### src/rtl/rf_wb_sched_if.sv
// Write-back request bundle for rf_wb_sched.
// Requester 0 is the in-order pipeline write-back.
// Requester 1 is the long-latency unit (mul/div/load).
// The master drives valid/addr/data. The scheduler (slave) returns ready.
interface rf_wb_sched_if;
  logic        wb0_valid;
  logic [4:0]  wb0_addr;
  logic [31:0] wb0_data;
  logic        wb0_ready;
  logic        wb1_valid;
  logic [4:0]  wb1_addr;
  logic [31:0] wb1_data;
  logic        wb1_ready;

  modport master (
    output wb0_valid, wb0_addr, wb0_data,
    input  wb0_ready,
    output wb1_valid, wb1_addr, wb1_data,
    input  wb1_ready
  );

  modport slave (
    input  wb0_valid, wb0_addr, wb0_data,
    output wb0_ready,
    input  wb1_valid, wb1_addr, wb1_data,
    output wb1_ready
  );
endinterface

### src/rtl/rf_wb_sched.sv
// rf_wb_sched: write-back scheduler and scoreboard for the 32x32 register file.
// - Arbitrates the single register-file write port between the pipeline (wb0)
//   and the long-latency unit (wb1), with anti-starvation for wb1.
// - Tracks registers with outstanding long-latency results (busy bits).
// - Raises WAW issue stalls and read-hazard stalls toward decode.
// Optional feature macro RF_WB_BYPASS_EN: when defined, a decode source that
// matches the staged write is forwarded from rf_wdata instead of stalling.
module rf_wb_sched #(
  parameter int unsigned STARVE_MAX = 3
) (
  input  logic        clk,
  input  logic        resetn,
  rf_wb_sched_if.slave wb,
  input  logic        iss_valid,
  input  logic [4:0]  iss_addr,
  output logic        iss_stall,
  input  logic [4:0]  chk_addr1,
  input  logic [4:0]  chk_addr2,
  output logic        rd_stall,
  output logic        fwd1_en,
  output logic [31:0] fwd1_data,
  output logic        fwd2_en,
  output logic [31:0] fwd2_data,
  output logic        rf_we,
  output logic [4:0]  rf_waddr,
  output logic [31:0] rf_wdata
);

  localparam int unsigned DATA_W = 32;
  localparam logic [3:0]  STARVE_LIM = 4'(STARVE_MAX);

  // Saturating increment of the starve counter.
  function automatic logic [3:0] sat_inc(input logic [3:0] v);
    return (v >= STARVE_LIM) ? STARVE_LIM : v + 4'd1;
  endfunction

  // Evaluate one decode source: returns {stall, forward}.
  function automatic logic [1:0] src_eval(input logic [4:0]  a,
                                          input logic [31:0] bz,
                                          input logic        we,
                                          input logic [4:0]  wa);
    logic used, pend, stg;
    used = (a != 5'd0);
    pend = used && bz[a];
    stg  = used && we && (wa == a) && !pend;
`ifdef RF_WB_BYPASS_EN
    return {pend, stg};
`else
    return {pend || stg, 1'b0};
`endif
  endfunction

  logic [3:0]        cnt;
  logic [31:0]       busy;
  logic              vld_p1;
  logic [4:0]        waddr_p1;
  logic [DATA_W-1:0] wdata_p1;

  logic              wb0_nz, wb0_zero, wb1_nz, wb1_zero;
  logic              gnt0_p0, gnt1_p0, acc0_p0, acc1_p0;
  logic              vld_p0;
  logic [4:0]        waddr_p0;
  logic [DATA_W-1:0] wdata_p0;
  logic              iss_hit;
  logic [31:0]       set_mask, clr_mask;
  logic [1:0]        src1, src2;

  // ---- stage p0: arbitration, acceptance and scoreboard next-state ----
  // Port arbitration; r0 writes are accepted without using the port.
  always_comb begin
    wb0_nz   = wb.wb0_valid && (wb.wb0_addr != 5'd0);
    wb0_zero = wb.wb0_valid && (wb.wb0_addr == 5'd0);
    wb1_nz   = wb.wb1_valid && (wb.wb1_addr != 5'd0);
    wb1_zero = wb.wb1_valid && (wb.wb1_addr == 5'd0);
    gnt1_p0  = wb1_nz && (!wb0_nz || (cnt == STARVE_LIM));
    gnt0_p0  = wb0_nz && !gnt1_p0;
    acc0_p0  = resetn && (wb0_zero || gnt0_p0);
    acc1_p0  = resetn && (wb1_zero || gnt1_p0);
    vld_p0   = gnt0_p0 || gnt1_p0;
    waddr_p0 = gnt1_p0 ? wb.wb1_addr : wb.wb0_addr;
    wdata_p0 = gnt1_p0 ? wb.wb1_data : wb.wb0_data;
  end

  assign wb.wb0_ready = acc0_p0;
  assign wb.wb1_ready = acc1_p0;

  // Scoreboard set/clear masks; a set in the same cycle as a clear wins.
  always_comb begin
    iss_hit   = iss_valid && (iss_addr != 5'd0);
    iss_stall = resetn && iss_hit && busy[iss_addr];
    set_mask  = (iss_hit && !busy[iss_addr]) ? (32'd1 << iss_addr) : 32'd0;
    clr_mask  = (acc1_p0 && wb1_nz) ? (32'd1 << wb.wb1_addr) : 32'd0;
  end

  // Starve counter: counts consecutive cycles wb1 loses the port.
  always_ff @(posedge clk or negedge resetn) begin
    if (!resetn) begin
      cnt <= 4'd0;
    end else if (!wb.wb1_valid || acc1_p0) begin
      cnt <= 4'd0;
    end else begin
      cnt <= sat_inc(cnt);
    end
  end

  // Busy bits for registers awaiting a long-latency result.
  always_ff @(posedge clk or negedge resetn) begin
    if (!resetn) begin
      busy <= 32'd0;
    end else begin
      busy <= (busy & ~clr_mask) | set_mask;
    end
  end

  // ---- stage p1: registered register-file write ----
  // Stage the granted write; address/data hold when nothing is granted.
  always_ff @(posedge clk or negedge resetn) begin
    if (!resetn) begin
      vld_p1   <= 1'b0;
      waddr_p1 <= 5'd0;
      wdata_p1 <= '0;
    end else begin
      vld_p1 <= vld_p0;
      if (vld_p0) begin
        waddr_p1 <= waddr_p0;
        wdata_p1 <= wdata_p0;
      end
    end
  end

  assign rf_we    = vld_p1;
  assign rf_waddr = waddr_p1;
  assign rf_wdata = wdata_p1;

  // Decode read-hazard and forwarding evaluation for both sources.
  always_comb begin
    src1      = resetn ? src_eval(chk_addr1, busy, vld_p1, waddr_p1) : 2'b00;
    src2      = resetn ? src_eval(chk_addr2, busy, vld_p1, waddr_p1) : 2'b00;
    rd_stall  = src1[1] || src2[1];
    fwd1_en   = src1[0];
    fwd2_en   = src2[0];
    fwd1_data = src1[0] ? wdata_p1 : '0;
    fwd2_data = src2[0] ? wdata_p1 : '0;
  end

endmodule

### src/flat_wrapper.sv
// flat-port wrapper written by rule: the top's interface ports become plain ports
module rf_wb_sched_flat 
#(
  parameter int unsigned STARVE_MAX = 3
)
  (clk, resetn, iss_valid, iss_addr, iss_stall, chk_addr1, chk_addr2, rd_stall, fwd1_en, fwd1_data, fwd2_en, fwd2_data, rf_we, rf_waddr, rf_wdata, wb_wb0_valid, wb_wb0_addr, wb_wb0_data, wb_wb0_ready, wb_wb1_valid, wb_wb1_addr, wb_wb1_data, wb_wb1_ready);
  rf_wb_sched_if wb_i ();
  input  logic clk;
  input  logic resetn;
  input  logic iss_valid;
  input  logic [4:0] iss_addr;
  output logic iss_stall;
  input  logic [4:0] chk_addr1;
  input  logic [4:0] chk_addr2;
  output logic rd_stall;
  output logic fwd1_en;
  output logic [31:0] fwd1_data;
  output logic fwd2_en;
  output logic [31:0] fwd2_data;
  output logic rf_we;
  output logic [4:0] rf_waddr;
  output logic [31:0] rf_wdata;
  input wire logic [$bits(wb_i.wb0_valid)-1:0] wb_wb0_valid;
  input wire logic [$bits(wb_i.wb0_addr)-1:0] wb_wb0_addr;
  input wire logic [$bits(wb_i.wb0_data)-1:0] wb_wb0_data;
  output wire logic [$bits(wb_i.wb0_ready)-1:0] wb_wb0_ready;
  input wire logic [$bits(wb_i.wb1_valid)-1:0] wb_wb1_valid;
  input wire logic [$bits(wb_i.wb1_addr)-1:0] wb_wb1_addr;
  input wire logic [$bits(wb_i.wb1_data)-1:0] wb_wb1_data;
  output wire logic [$bits(wb_i.wb1_ready)-1:0] wb_wb1_ready;
  assign wb_i.wb0_valid = wb_wb0_valid;
  assign wb_i.wb0_addr = wb_wb0_addr;
  assign wb_i.wb0_data = wb_wb0_data;
  assign wb_wb0_ready = wb_i.wb0_ready;
  assign wb_i.wb1_valid = wb_wb1_valid;
  assign wb_i.wb1_addr = wb_wb1_addr;
  assign wb_i.wb1_data = wb_wb1_data;
  assign wb_wb1_ready = wb_i.wb1_ready;
  rf_wb_sched #(.STARVE_MAX(STARVE_MAX)) u_core (.clk(clk), .resetn(resetn), .wb(wb_i), .iss_valid(iss_valid), .iss_addr(iss_addr), .iss_stall(iss_stall), .chk_addr1(chk_addr1), .chk_addr2(chk_addr2), .rd_stall(rd_stall), .fwd1_en(fwd1_en), .fwd1_data(fwd1_data), .fwd2_en(fwd2_en), .fwd2_data(fwd2_data), .rf_we(rf_we), .rf_waddr(rf_waddr), .rf_wdata(rf_wdata));
endmodule
### config.mk
export PLATFORM = sky130hd
export DESIGN_NAME = rf_wb_sched_flat
export DESIGN_NICKNAME = d
export VERILOG_FILES = /design/src/rtl/rf_wb_sched_if.sv /design/src/rtl/rf_wb_sched.sv /design/src/flat_wrapper.sv
export SDC_FILE = /design/constraint.sdc
export NUM_CORES = 1
export LEC_CHECK = 0
export ABC_AREA = 1
export ABC_CLOCK_PERIOD_IN_PS = 2600
export CORE_MARGIN = 5
export CORE_UTILIZATION = 45
export CTS_CLUSTER_DIAMETER = 200
export DETAILED_ROUTE_END_ITERATION = 12
export PLACE_DENSITY = 0.81
export SETUP_SLACK_MARGIN = 0.1
export SYNTH_ARGS = -nofsm -noshare
export SYNTH_HDL_FRONTEND = slang
export SYNTH_SLANG_ARGS = --single-unit
export TNS_END_PERCENT = 100
### constraint.sdc
create_clock -name clk -period 2.6 [get_ports clk]
set_clock_uncertainty 0.05 [all_clocks]
set_input_delay 0.52 -clock clk [delete_from_list [all_inputs] [get_ports clk]]
set_output_delay 0.52 -clock clk [all_outputs]
set_load 0.02 [all_outputs]
-- Word-level counts from Yosys, hierarchy flattened
Cells that the tools add are included.
Widths: inputs -> output; s select.
- bits in registers: 74
- bits of input ports: 94
- output and inout bits: 108
- logic and storage cells: 76
- $add $sub $neg: 1
- $lt $le $gt $ge: 4
- equal/unequal tests: 3
- shift operators: 2
- muxes and demuxes: 16
- bitwise gates (word level): 3
- reduce and logical (&&, ||, !) cells: 42
- operators by type and width (kind ; number):
    $mux 32 ; 5
    $shl 1x5->32 const A ; 2
    $and 32x32->32 ; 1
    $not 32->32 ; 1
    $or 32x32->32 ; 1
    $reduce_bool 5->1 ; 5
    $logic_and 1x1->1 ; 21
    $lt 5x6->1 const B ; 3
    $bmux 1 s5 ; 3
    $eq 5x5->1 ; 2
    $logic_not 5->1 ; 2
    $logic_or 1x1->1 ; 8
    $mux 4 ; 2
    $logic_not 1->1 ; 6
    $mux 5 ; 1
    $add 4x1->4 const B ; 1
    $eq 4x2->1 const B ; 1
    $ge 4x2->1 const B ; 1
    $mux 2 ; 2
    $mux 1 ; 3

-- Logic depth before layout (Yosys ltp)
- depth after elaboration: 12
- depth in mapped cells: 12

-- Least setup slack after synthesis
Ideal clock, no wire load.
- path type: input port to output port
- start point: input port iss_addr[1]
- end point: output port iss_stall
- arrival time: 1.613 ns
- data required time: 2.030 ns
- setup slack: 0.417 ns
- stages on the path: 10
- path buffers: 1
- path through: inv_1 -> nand2_1 -> inv_1 -> nand2_1 -> nand4_1 -> nand3_1 -> nand3_1 -> nand2_2 -> buf_6 -> nor3_4
- cells in the longest elaborated chain, start to end: 4
- elaborated cells on any way between the ends: 6
- those cells by class: mux (2); reduce/logical (4)
- ends and longest elaborated chain (item ; line ; source):
    from (decl) ; flat_wrapper.sv:11 ; input logic [4:0] iss_addr;
    parallel branches: the longest is 3 deep, another holds $bmux 1 s5 ; - ;
    $logic_and 1x1->1 * ; rf_wb_sched.sv:90 ; iss_stall = resetn && iss_hit && busy[iss_addr];
    to (decl) ; flat_wrapper.sv:12 ; output logic iss_stall;
Every way passes the cells marked *. The select of a mux whose other input is x is not followed.

-- Final worst setup path
- start point: input port resetn
- end point: output port iss_stall
- cells in the longest elaborated chain, start to end: 2
- ends and longest elaborated chain (item ; line ; source):
    from (decl) ; flat_wrapper.sv:9 ; input logic resetn;
    $logic_and 1x1->1 (2 in series) ; rf_wb_sched.sv:90 ;
No other way between the ends.

==> impl_results.md <==
- Status: finished, final reports clean
- Max_slew headroom: between 50% and 60%
- Final #Nets: between 1,000 and 1,500
- Worst path required time: ~2000 ps
- Diode count: 0
- Area growth syn-to-layout: 36.61%
- Max-cap viol count: 0
- CP top delay family: buffers and inverters
- Cell Pwr Density: around 570 nW/um^2
- CTS tree: done
- Via count: roughly 6,000
- Clock group share of total power: about a third
- Die area: ~14,000 sq um
- Actual slew at the worst max-slew pin: 622.5 ps
- Syn_area_per_cell: approximately 6.6 sq um
- M1 WL: 7165 um
- Max VDD drop: approximately 0.36 mV
- HP Class: reg -> reg
- Initial antenna violation count: 0
- Max incr delay on CP: around 530 ps
- Top sig layer: met4
- Placed insts: around 1,100
- Mapped Area: around 5400 sq um
- Yosys cell types: 33
- Final Cycle Share: slightly above 90%
- TritonCTS Buffers: 9
- First-pass GRT wire length: between 20,000 and 30,000 um
- Clk sinks: 74
- Vias per cell: 5.270
- Routed WL per cell: ~16 um
- DRT Wirelength: about 18,000 um
- Pre-CTS worst setup slack: -565.7 ps
- Initial Util: a little under half
- Util after Layout: between 60 and 70%
- P_int: 2.776 mW
- Minimum clock period: ~2400 ps
- Non-filler cells, final: 1,132
- Standard-cell row count: 40
- Chip width: 119.5 um
- Post-Syn Instances: 813
- Switch Pwr: 1.445 mW
- Yosys reg bits: 74
- Synth area leaders: dfrtp_1, nand3_1, nand2_1
- Tot GR Track Use: between 20% and 30%
- Fraction of layout cells with a size suffix above 1: between 10% and 20%
- Ys Warns: 0
- # setup viols final: 0
- Kind of critical path: in -> out
- Seq/Total Area, Yosys: 34.34%
- Yosys top cell area share: 34.34%
- 1st-iter DRT viols: 824
- I/O Buffers: about 140
- Final RePlAce weighted congestion: 1.002
- RSZ-0062 raised after global routing: true
- Share of power burned in registers: around 36%
- Die Height: ~120 um
- Commonest non-fill, non-tap cell in the layout: nand2_1
- Buf/Inv on CP: 4
- Type of origin of the critical path: input port
- Routed length on met3: around 1800 um
- Pleak: 3.668 nW
- Root Buffer: clkbuf_16
- CP max stage cell: dlygate4sd3_1
- Cell mode on critical path: buf_4
- Fmax: 414.8 MHz
- Hpwl dp: roughly 13,000 um
- Clk buf depth: 2
- DRC Markers: 0
- Gr ovfl total: 0
- H-tree depth: 3
- Most frequent cells in the layout: nand2_1, nand3_1, clkdlybuf4s50_1
- PnR worst setup slack: 189.2 ps
- Core area: between 10,000 and 15,000 sq um
- CP endpoint kind: output port
- Comb power frac: a little under a third
- Final Max Slew Viols: 0
- Metal2 WL: 8359 um
- Worst EP arrival: 1840 ps
- DRT Pass-1 Iters: 6
- Vias in the first global route: ~5,500
- Crit path max fanout: 11
- Post-synth top area cell: dfrtp_1
- Final hold viol count: 0
- Worst-Skew Late Latency: 340 ps
- Worst-path cell chain: dlygate4sd3_1 > buf_4 > inv_1 > nor3_4 > buf_4
- Routed Antenna Nets: 0
- Switching fraction of total power: around 34%
- Fill cells: 1,023
- Largest net degree at the start of global routing: roughly 50
- IO Count: between 200 and 250
- Clk slew on worst S/H paths: about 50 ps
worst register-to-register path: cells and delay by family (launching register included):
family / cells / cell delay, ps
flops: 1 / 380
fa+ha+maj: 1 / 220
simple gates: 7 / 600
buf+inv: 2 / 580
layer usage:
metal  vias to the layer above  GRT usage, %
li1                       2850             -
met1                      2707         32.35
met2                       354         38.52
met3                        55         5.888
met4                         0         8.948
met5                         -             0
area by class of cell:
type                    instances  area (sq um)  share of cell area (%)
flip-flops and latches         74          1852                   25.14
inverters                      64         244.0                   3.312
repair buffers                199          1911                   25.93
multi-input cells             632          2846                   38.64
well taps                     147         183.9                   2.497
clock inverters                 4         73.82                   1.002
clock buffers                  12         256.5                   3.482
cell families (layout without fill, tap and decap cells):
logic type               Yosys count  in the layout  synth area share [%]
buffers and inverters            174            279                 18.05
AND/OR/NAND/NOR                  523            523                 42.83
flip-flops                        74             74                 34.34
XOR/XNOR                           1              1                0.1624
adder cells (fa/ha/maj)            1              1                0.2320
AO/OA/AOI/OAI                     39             39                 4.316
other                              1             68               0.06954
per-stage QoR:
stage / instance area, sq um / total power [mW] / hold WS (ps) / TNS [ps]
after global placement: 6977 / 2.814 / 316.7 / -1722
after CTS: 7333 / 4.209 / 330.1 / 0
final: 7367 / 4.222 / 326.0 / 0
after floorplan: 5644 / 2.297 / 174.4 / 0
after global routing: 7367 / 4.437 / 348.4 / 0
after detailed placement: 6977 / 2.830 / 318.0 / -1841
worst paths after layout:
check,startpoint,endpoint,slack (ps),depth (start not counted)
setup / recovery,resetn,iss_stall,190,5
hold / removal,u_core.busy[0]$_DFF_PN0_,u_core.busy[0]$_DFF_PN0_,330,0
setup reg to reg,u_core.cnt[0]$_DFF_PN0_,u_core.busy[1]$_DFF_PN0_,730,10
hold reg to reg,u_core.busy[0]$_DFF_PN0_,u_core.busy[0]$_DFF_PN0_,330,0
min in group asynchronous,resetn,u_core.cnt[1]$_DFF_PN0_,530,2
max in group asynchronous,resetn,u_core.rf_wdata[30]$_DFFE_PN0P_,1120,3
power by group through the flow:
stage	Sequential (mW)	Combinational (mW)	Clock, mW
2_1_floorplan	1.55	0.744	0
3_3_place_gp	1.53	1.28	0
4_1_cts	1.52	1.30	1.39
6_report	1.53	1.32	1.37
3_5_place_dp	1.53	1.30	0
5_1_grt	1.54	1.45	1.44
state kept, by name, indices dropped and copies added, names as in the netlist:
name and cells:
u_core.rf_waddr 5, u_core.rf_we 1, u_core.busy 32, u_core.cnt 4, u_core.rf_wdata 32
cells in the mapped netlist (all sizes together):
cell	count
ha	1
o22ai	5
nand4	7
a221oi	1
a21oi	15
xor2	1
nor2	64
clkbuf	13
nand3	215
conb	1
dfrtp	74
o211ai	5
inv	60
nor3	4
clkinv	4
nand2	229
o21ai	11
o221ai	2
nor4	4
buf	97
timing repair:
action                     in CTS  in global routing
hold buffers                    1                  0
setup endpoints to repair       4                  4
pin swaps                       1                  3
resized for setup              33                 17
buffers inserted                1                  1
hold endpoints to repair        4                  0
No activity file was read; power rests on OpenSTA's default activity.
